File: src/rtl/seq_detector_moore_p.sv
// seq_detector_moore_p
// Moore serial pattern detector for a LEN-bit pattern that can be reloaded at
// runtime. The state is the length of the longest pattern prefix that is also
// a suffix of the bits accepted since the last restart. A saturating counter
// counts completed matches. Every output comes from a register, so there is no
// combinational path from IN to any output.

module seq_detector_moore_p #(
  parameter int             LEN     = 3,
  parameter logic [LEN-1:0] PATTERN = 3'b101,
  parameter bit             OVERLAP = 1'b1,
  parameter int             CNT_W   = 8,
  parameter int             SW      = $clog2(LEN + 1)
) (
  input  logic             Clk,
  input  logic             Reset_n,
  input  logic             IN,
  input  logic             In_valid,
  input  logic [LEN-1:0]   Pat_in,
  input  logic             Pat_load,
  input  logic             Cnt_clr,
  output logic             Out_1,
  output logic [SW-1:0]    Estado_Salida,
  output logic [CNT_W-1:0] Match_count
);

  // Named states: empty match and full match. The states in between are the
  // number of pattern bits matched so far.
  localparam logic [SW-1:0]    ST_IDLE = '0;
  localparam logic [SW-1:0]    ST_FULL = SW'(LEN);
  localparam logic [CNT_W-1:0] CNT_MAX = '1;

  // The history holds the last LEN-1 accepted bits. Together with the
  // incoming bit, this gives a window of LEN bits. For LEN=1 no history is
  // needed, but the register keeps a legal width of one bit.
  localparam int HW = (LEN > 1) ? LEN - 1 : 1;

  logic [SW-1:0]    state_q, state_d;
  logic [LEN-1:0]   pat_q, pat_d;
  logic [HW-1:0]    hist_q, hist_d;
  logic [SW-1:0]    hlen_q, hlen_d;   // bits accepted since restart, capped at LEN
  logic [CNT_W-1:0] cnt_q, cnt_d;

  logic             accept;
  logic             restart_full;
  logic [SW-1:0]    base_len;
  logic [SW-1:0]    avail;
  logic [LEN-1:0]   window;
  logic [LEN-1:0]   match_vec;        // bit j-1: last j bits equal first j pattern bits
  logic [SW-1:0]    cand_state;
  logic             cnt_inc;

  // A pattern load wins over a valid bit, and that bit is dropped.
  assign accept = In_valid & ~Pat_load;

  // In non-overlapping mode, a bit accepted in the full-match state starts a
  // fresh search. Earlier bits are then ignored.
  assign restart_full = (OVERLAP == 1'b0) && (state_q == ST_FULL);
  assign base_len     = restart_full ? ST_IDLE : hlen_q;
  assign avail        = (base_len == ST_FULL) ? ST_FULL : base_len + SW'(1);

  // Build the candidate window: the stored history with the new bit in the LSB.
  generate
    if (LEN == 1) begin : g_win1
      assign window = IN;
    end else begin : g_winn
      assign window = {hist_q[LEN-2:0], IN};
    end
  endgenerate

  // Test each prefix length j. A length is a candidate only if that many bits
  // have been accepted since the last restart.
  genvar gi;
  generate
    for (gi = 1; gi <= LEN; gi++) begin : g_match
      assign match_vec[gi-1] = (SW'(gi) <= avail) &&
                               (window[gi-1:0] == pat_q[LEN-1:LEN-gi]);
    end
  endgenerate

  // Pick the longest matching prefix as the next state.
  always_comb begin
    cand_state = ST_IDLE;
    for (int j = 1; j <= LEN; j++) begin
      if (match_vec[j-1]) begin
        cand_state = SW'(j);
      end
    end
  end

  // Next-state logic for the state, pattern and history registers.
  always_comb begin
    state_d = state_q;
    pat_d   = pat_q;
    hist_d  = hist_q;
    hlen_d  = hlen_q;
    if (Pat_load) begin
      pat_d   = Pat_in;
      state_d = ST_IDLE;
      hist_d  = '0;
      hlen_d  = '0;
    end else if (In_valid) begin
      state_d = cand_state;
      hist_d  = window[HW-1:0];
      hlen_d  = avail;
    end
  end

  // The counter counts every accepted bit that lands in the full state. A
  // clear on the same cycle wins over the increment.
  assign cnt_inc = accept && (cand_state == ST_FULL);

  // Next value of the match counter: clear, saturating increment, or hold.
  always_comb begin
    cnt_d = cnt_q;
    if (Cnt_clr) begin
      cnt_d = '0;
    end else if (cnt_inc && (cnt_q != CNT_MAX)) begin
      cnt_d = cnt_q + CNT_W'(1);
    end
  end

  // Detector registers. Reset returns to the default pattern with empty history.
  always_ff @(posedge Clk or negedge Reset_n) begin
    if (!Reset_n) begin
      state_q <= ST_IDLE;
      pat_q   <= PATTERN;
      hist_q  <= '0;
      hlen_q  <= '0;
    end else begin
      state_q <= state_d;
      pat_q   <= pat_d;
      hist_q  <= hist_d;
      hlen_q  <= hlen_d;
    end
  end

  // Match counter register.
  always_ff @(posedge Clk or negedge Reset_n) begin
    if (!Reset_n) begin
      cnt_q <= '0;
    end else begin
      cnt_q <= cnt_d;
    end
  end

  assign Out_1         = (state_q == ST_FULL);
  assign Estado_Salida = state_q;
  assign Match_count   = cnt_q;

endmodule

File: config.mk
export PLATFORM = sky130hd
export DESIGN_NAME = seq_detector_moore_p
export DESIGN_NICKNAME = d
export VERILOG_FILES = /design/src/rtl/seq_detector_moore_p.sv
export SDC_FILE = /design/constraint.sdc
export NUM_CORES = 1
export LEC_CHECK = 0
export ABC_CLOCK_PERIOD_IN_PS = 2200
export BUFFER_PORTS_ARGS = -buffer_cell sky130_fd_sc_hd__buf_2
export CORE_MARGIN = 1
export CORE_UTILIZATION = 52
export DETAILED_ROUTE_END_ITERATION = 8
export PLACE_DENSITY = 0.89
export SYNTH_ARGS = -nofsm -noshare
export SYNTH_HDL_FRONTEND = slang
export SYNTH_SLANG_ARGS = --single-unit
File: constraint.sdc
create_clock -name Clk -period 2.2 [get_ports Clk]
set_input_delay 0.55 -clock Clk [delete_from_list [all_inputs] [get_ports Clk]]
set_output_delay 0.55 -clock Clk [all_outputs]
set_load 0.005 [all_outputs]
# [Word level (Yosys, flattened, before mapping)]
# Index checks and enable logic that the tools add are counted.
[totals] word_cells=38 input_bits=9 ff_bits=17 output_inout_bits=11
[op_classes] n_eq_ne=7 bitwise_logic=2 magnitude_cmp=3 addsub=2 mux=12 reduce_logical=7
[op_table] operator="$mux 2" n=9
[op_table] operator="$mux 8" n=2
[op_table] operator="$add 8x1->8 const B" n=1
[op_table] operator="$ne 8x8->1 const B" n=1
[op_table] operator="$eq 2x2->1 const B" n=3
[op_table] operator="$logic_and 1x1->1" n=5
[op_table] operator="$le 2x2->1 const A" n=2
[op_table] operator="$reduce_bool 2->1" n=2
[op_table] operator="$eq 3x3->1" n=1
[op_table] operator="$add 2x1->2 const B" n=1
[op_table] operator="$eq 2x2->1" n=1
[op_table] operator="$le 1x2->1 const A" n=1
[op_table] operator="$and 1x1->1" n=1
[op_table] operator="$eq 1x1->1" n=1
[op_table] operator="$mux 1" n=1
[op_table] operator="$not 1->1" n=1

# [Depth between registers and ports, before layout]
[logic_depth] word_depth=12 ltp_mapped=6

# [Worst setup path before layout]
# No wires, ideal clock.
[synth_timing] path_type="in2reg" from="input port In_valid" to="register cnt_q[5] (netlist: Match_count[5])" setup_slack_ns=0.512 n_path_buf=1 cell_stages=5 arrival_ns=1.564 path_cell_list="buf_6 and3b_4 nand4_4 nor4_1 mux2_2"
[synth_via] elab_chain_len=4
[synth_rtl] element="from (decl)" line_no="18" text="input logic In_valid,"
[synth_rtl] element="$and 1x1->1" line_no="54" text="assign accept = In_valid & ~Pat_load;"
[synth_rtl] element="$logic_and 1x1->1" line_no="111" text="assign cnt_inc = accept && (cand_state == ST_FULL);"
[synth_rtl] element="$logic_and 1x1->1" line_no="118" text="end else if (cnt_inc && (cnt_q != CNT_MAX)) begin"
[synth_rtl] element="$reduce_bool 2->1 (no source line)"
[synth_rtl] element="to (signal assigned)" line_no="143" text="cnt_q <= cnt_d;"
[synth_rtl] element="to (decl)" line_no="42" text="logic [CNT_W-1:0] cnt_q, cnt_d;"
# Every way passes these cells.
# A chain may end at the register's enable or synchronous reset.

# [Worst setup path in the final report]
[layout_timing] from="register pat_q[2]" to="register cnt_q[4] (netlist: Match_count[4])"
[layout_via] elab_chain_len=9 word_cells_on_any_way=13
[layout_rtl] element="from (decl)" line_no="39" text="logic [LEN-1:0] pat_q, pat_d;"
[layout_rtl] element="from (signal assigned)" line_no="132" text="pat_q <= pat_d;"
[layout_rtl] element="$eq 1x1->1" line_no="77" text="(window[gi-1:0] == pat_q[LEN-1:LEN-gi]);"
[layout_rtl] element="$logic_and 1x1->1" line_no="76" text="assign match_vec[gi-1] = (SW'(gi) <= avail) &&"
[layout_rtl] element="$mux 1" line_no="85" text="if (match_vec[j-1]) begin"
[layout_rtl] element="$mux 2" line_no="85"
[layout_rtl] element="$mux 2 (*)" line_no="85"
[layout_rtl] element="$eq 2x2->1 (*)" line_no="111"
[layout_rtl] element="$logic_and 1x1->1 (*)" line_no="111"
[layout_rtl] element="$logic_and 1x1->1 (*)" line_no="118"
[layout_rtl] element="$reduce_bool 2->1 (no source line) (*)"
# Mark *: on every way between the ends. The rest lies on a longest branch, timed or not.

==> summary.md <==
| Metric | Value |
|---|---|
| Maximum number of pins on one net before global-route repair | `18` |
| Global placement routability congestion | `around 0.81` |
| Most frequent cells in the layout | `19 x sky130_fd_sc_hd__buf_2, 15 x sky130_fd_sc_hd__dfrtp_1, 8 x sky130_fd_sc_hd__nor2_1, 5 x sky130_fd_sc_hd__a21oi_1, 5 x sky130_fd_sc_hd__nand2_1` |
| Layout area overhead | `12.81%` |
| Relative contribution of the clock network to total power | `29.1%` |
| Final Critical Period | `around 1.8 ns` |
| Worst Setup Path Type | `reg2reg` |
| Top FF cell, synth | `sky130_fd_sc_hd__dfrtp_1` |
| Final antenna diode count | `0` |
| Crit-path cells | `xnor2_2 -> nand4_4 -> or4_1 -> a21oi_1` |
| CP Max Fanout | `16` |
| Std-Cell Core Area | `1577 µm²` |
| DRC violations left | `0` |
| Die Area | `1938 µm²` |
| Leak Pwr | `roughly 0.00046 µW` |
| Fraction of synthesized cell area taken by the top area cell type | `40.87%` |
| Post-Syn Area per Cell | `10.56 µm²` |
| Final Core Density | `between 60% and 70%` |
| Part of the total power dissipated in sequential elements | `59.0%` |
| Total nets after synthesis | `97` |
| Achievable frequency | `between 500 and 600 MHz` |
| Overall global routing resource usage | `~21%` |
| Library cells used by synthesis | `31` |
| Root cell of the clock tree | `sky130_fd_sc_hd__clkbuf_4` |
| Worst slew margin relative to its limit | `66.56%` |
| Drt via density | `6.107` |
| Proportion of synthesized chip area in sequential cells | `46.59%` |
| Starting Density | `between 50% and 60%` |
| Combinational Power Share | `a little under an eighth` |
| Post-synthesis register bit count | `17` |
| Number of antenna-violating nets in the routed design | `0` |
| Accumulated negative setup slack | `0 ns` |
| Worst vdd rail ir drop | `0.0004262 V` |
| Setup violations, final | `0` |
| CTS Buf Count | `3` |
| Die width | `between 40 and 50 µm` |
| Synth Warn # | `0` |
| Mapped cell area | `around 920 µm²` |
| Portion of the clock cycle consumed by the worst path in the final layout | `79.68%` |
| Number of standard cells after synthesis | `87` |
| Crit path DAT | `around 2 ns` |
| Number of antenna violations at the first check in global routing | `0` |
| Detailed-placement wirelength estimate | `1.212 mm` |
| Result of the run | `finished, final reports clean` |
| P_sw | `146.1 µW` |
| Length of the first detailed-routing pass in iterations | `6` |
| Initial drt markers | `40` |
| Switching share of power | `25.23%` |
| Sort of element at the end of the critical path | `flop` |
| Clock-pin slew on the worst setup and hold paths | `0.09 ns` |
| Clock tree from TritonCTS | `done` |
| Biggest cell delay along the critical path | `0.61 ns` |
| Cell accounting for the most synthesized area | `sky130_fd_sc_hd__dfrtp_1` |
| Cell with the biggest individual delay on the critical path | `sky130_fd_sc_hd__dfstp_2` |
| Nets | `between 100 and 150` |
| Clock net sink count | `17` |
| IO Port Bufs | `19` |
| Share of cells above drive strength 1 | `between 30% and 40%` |
| WHS | `approximately 0.15 ns` |
| Max-slew violations | `0` |
| Routed wire length | `1.715 mm` |
| Cell types with the largest area share after synthesis | `sky130_fd_sc_hd__dfrtp_1 41%, sky130_fd_sc_hd__dfstp_2 5.7%, sky130_fd_sc_hd__mux2_2 4.9%` |
| CTS H-Tree Depth | `1` |
| Number of cell rows | `14` |
| Clock Tree Buf Depth | `2` |
| Avg WL per Cell | `14.06 µm` |
| Maximum Capacitance Violations | `0` |
| Clock latency on the worst-skew pair | `0.29 ns` |
| Async set or reset register ratio after synthesis | `100.0%` |
| Count of final hold-check violations | `0` |
| Vias post-DR | `around 750` |
| Worst-margin pin slew | `between 0.4 and 0.5 ns` |
| Total global routing overflow | `0` |
| Unrepaired setup endpoints after global routing | `no` |
| Number of gates given a new drive strength after cts | `0` |
| Most common cell after layout, fill and taps aside | `sky130_fd_sc_hd__buf_2` |
| Internal | `432.9 µW` |
| Total power divided by cell area | `558.9 nW/µm²` |
| Data required time of the worst path | `2.43 ns` |
| I/O pin count | `20` |
| Worst clock skew | `0.002863 ns` |
| Chip height | `between 40 and 50 µm` |
| # Post-CTS Setup Buffers | `0` |
| Critical path launch point type | `flop` |
| Global-route wire length before repair | `2.787 mm` |
| Number of enable-type register cells in the synthesized netlist | `0` |
| Hold buffer count at CTS | `0` |
| Tightest Hold Check Type | `in2async` |
| Vias in the first global route | `658` |
worst max-delay path, delay by kind of cell, from the launching register on:
family          cells  cell delay (ns)
simple gates        2             0.79
xor+xnor            1             0.15
flops               1             0.61
compound gates      1             0.15
cells in the mapped netlist, types with 2 or more instances:
| master | n |
|---|---|
| sky130_fd_sc_hd__a21oi_1 | 5 |
| sky130_fd_sc_hd__clkbuf_1 | 2 |
| sky130_fd_sc_hd__dfrtp_1 | 15 |
| sky130_fd_sc_hd__dfstp_2 | 2 |
| sky130_fd_sc_hd__inv_1 | 4 |
| sky130_fd_sc_hd__mux2_2 | 4 |
| sky130_fd_sc_hd__mux2i_1 | 3 |
| sky130_fd_sc_hd__nand2_1 | 5 |
| sky130_fd_sc_hd__nand3_1 | 4 |
| sky130_fd_sc_hd__nor2_1 | 8 |
| sky130_fd_sc_hd__nor2b_1 | 2 |
| sky130_fd_sc_hd__o21ai_0 | 3 |
| sky130_fd_sc_hd__o311ai_0 | 3 |
| sky130_fd_sc_hd__o31ai_1 | 2 |
| sky130_fd_sc_hd__o41ai_1 | 3 |
| sky130_fd_sc_hd__or4_1 | 3 |
| sky130_fd_sc_hd__xnor2_1 | 4 |
| sky130_fd_sc_hd__xnor2_2 | 2 |
flip-flops by register name, indices dropped and copies added (netlist names):
register	count
pat_q	3
Match_count	8
Estado_Salida	2
base_len	2
hist_q	2
area by class of cell:
type,instances,area [µm²]
fill,131,540.5
multi-input combinational,62,451.7
timing repair buffer,19,95.09
tap,16,20.02
sequential,17,427.9
inverter,4,15.01
clock buffer,4,26.28
final timing paths:
path | depth (start not counted) | slack, ns | from | endpoint
hold / removal | 1 | 0.15 | Reset_n | hist_q[1]$_DFFE_PN0P_
max in group asynchronous | 1 | 1.75 | Reset_n | pat_q[0]$_DFFE_PN1P_
setup reg to reg | 4 | 0.45 | pat_q[2]$_DFFE_PN1P_ | Match_count[4]$_DFFE_PN0P_
hold reg to reg | 2 | 0.57 | base_len[1]$_DFFE_PN0P_ | base_len[1]$_DFFE_PN0P_
min in group Clk | 2 | 0.48 | Pat_in[1] | pat_q[1]$_DFFE_PN0P_
setup / recovery | 4 | 0.45 | pat_q[2]$_DFFE_PN1P_ | Match_count[4]$_DFFE_PN0P_
power groups by stage:
stage                     registers, µW  logic, µW  clock network [µW]
after floorplan                     346       50.0                   0
after global placement              347       67.4                   0
after detailed placement            348       69.8                   0
after CTS                           342       69.9                 174
after global routing                344       77.5                 181
final                               342       69.0                 168
per-stage QoR:
step | power [µW] | worst slack [ns] | std cells | area, µm²
global route | 602.8 | 0.3659 | 122 | 1036
CTS | 586.4 | 0.4471 | 122 | 1036
detailed placement | 417.8 | 0.1806 | 118 | 1010
floorplan | 395.5 | 0.5116 | 87 | 918.4
finish | 579.0 | 0.4470 | 122 | 1036
global placement | 414.2 | 0.2148 | 118 | 1010
kinds of logic (layout without fill, tap and decap cells):
family          count (synthesis)  count (layout)  synth area share (%)
buf+inv                         8              27                 4.223
mux                             7               7                 8.174
flops                          17              17                 46.59
fa+ha+maj                       1               1                 1.362
compound gates                 18              18                 13.22
xor+xnor                        6               6                 7.356
simple gates                   30              30                 19.07
layer usage:
metal | wire [µm] | vias up | GRT usage [%]
li1 | - | 358 | -
met5 | 0 | - | 0
met2 | 812 | 36 | 31.18
met1 | 717 | 345 | 25.47
met4 | 65 | 0 | 15.76
met3 | 119 | 6 | 4.898
Power figures use the tool's default switching activity.
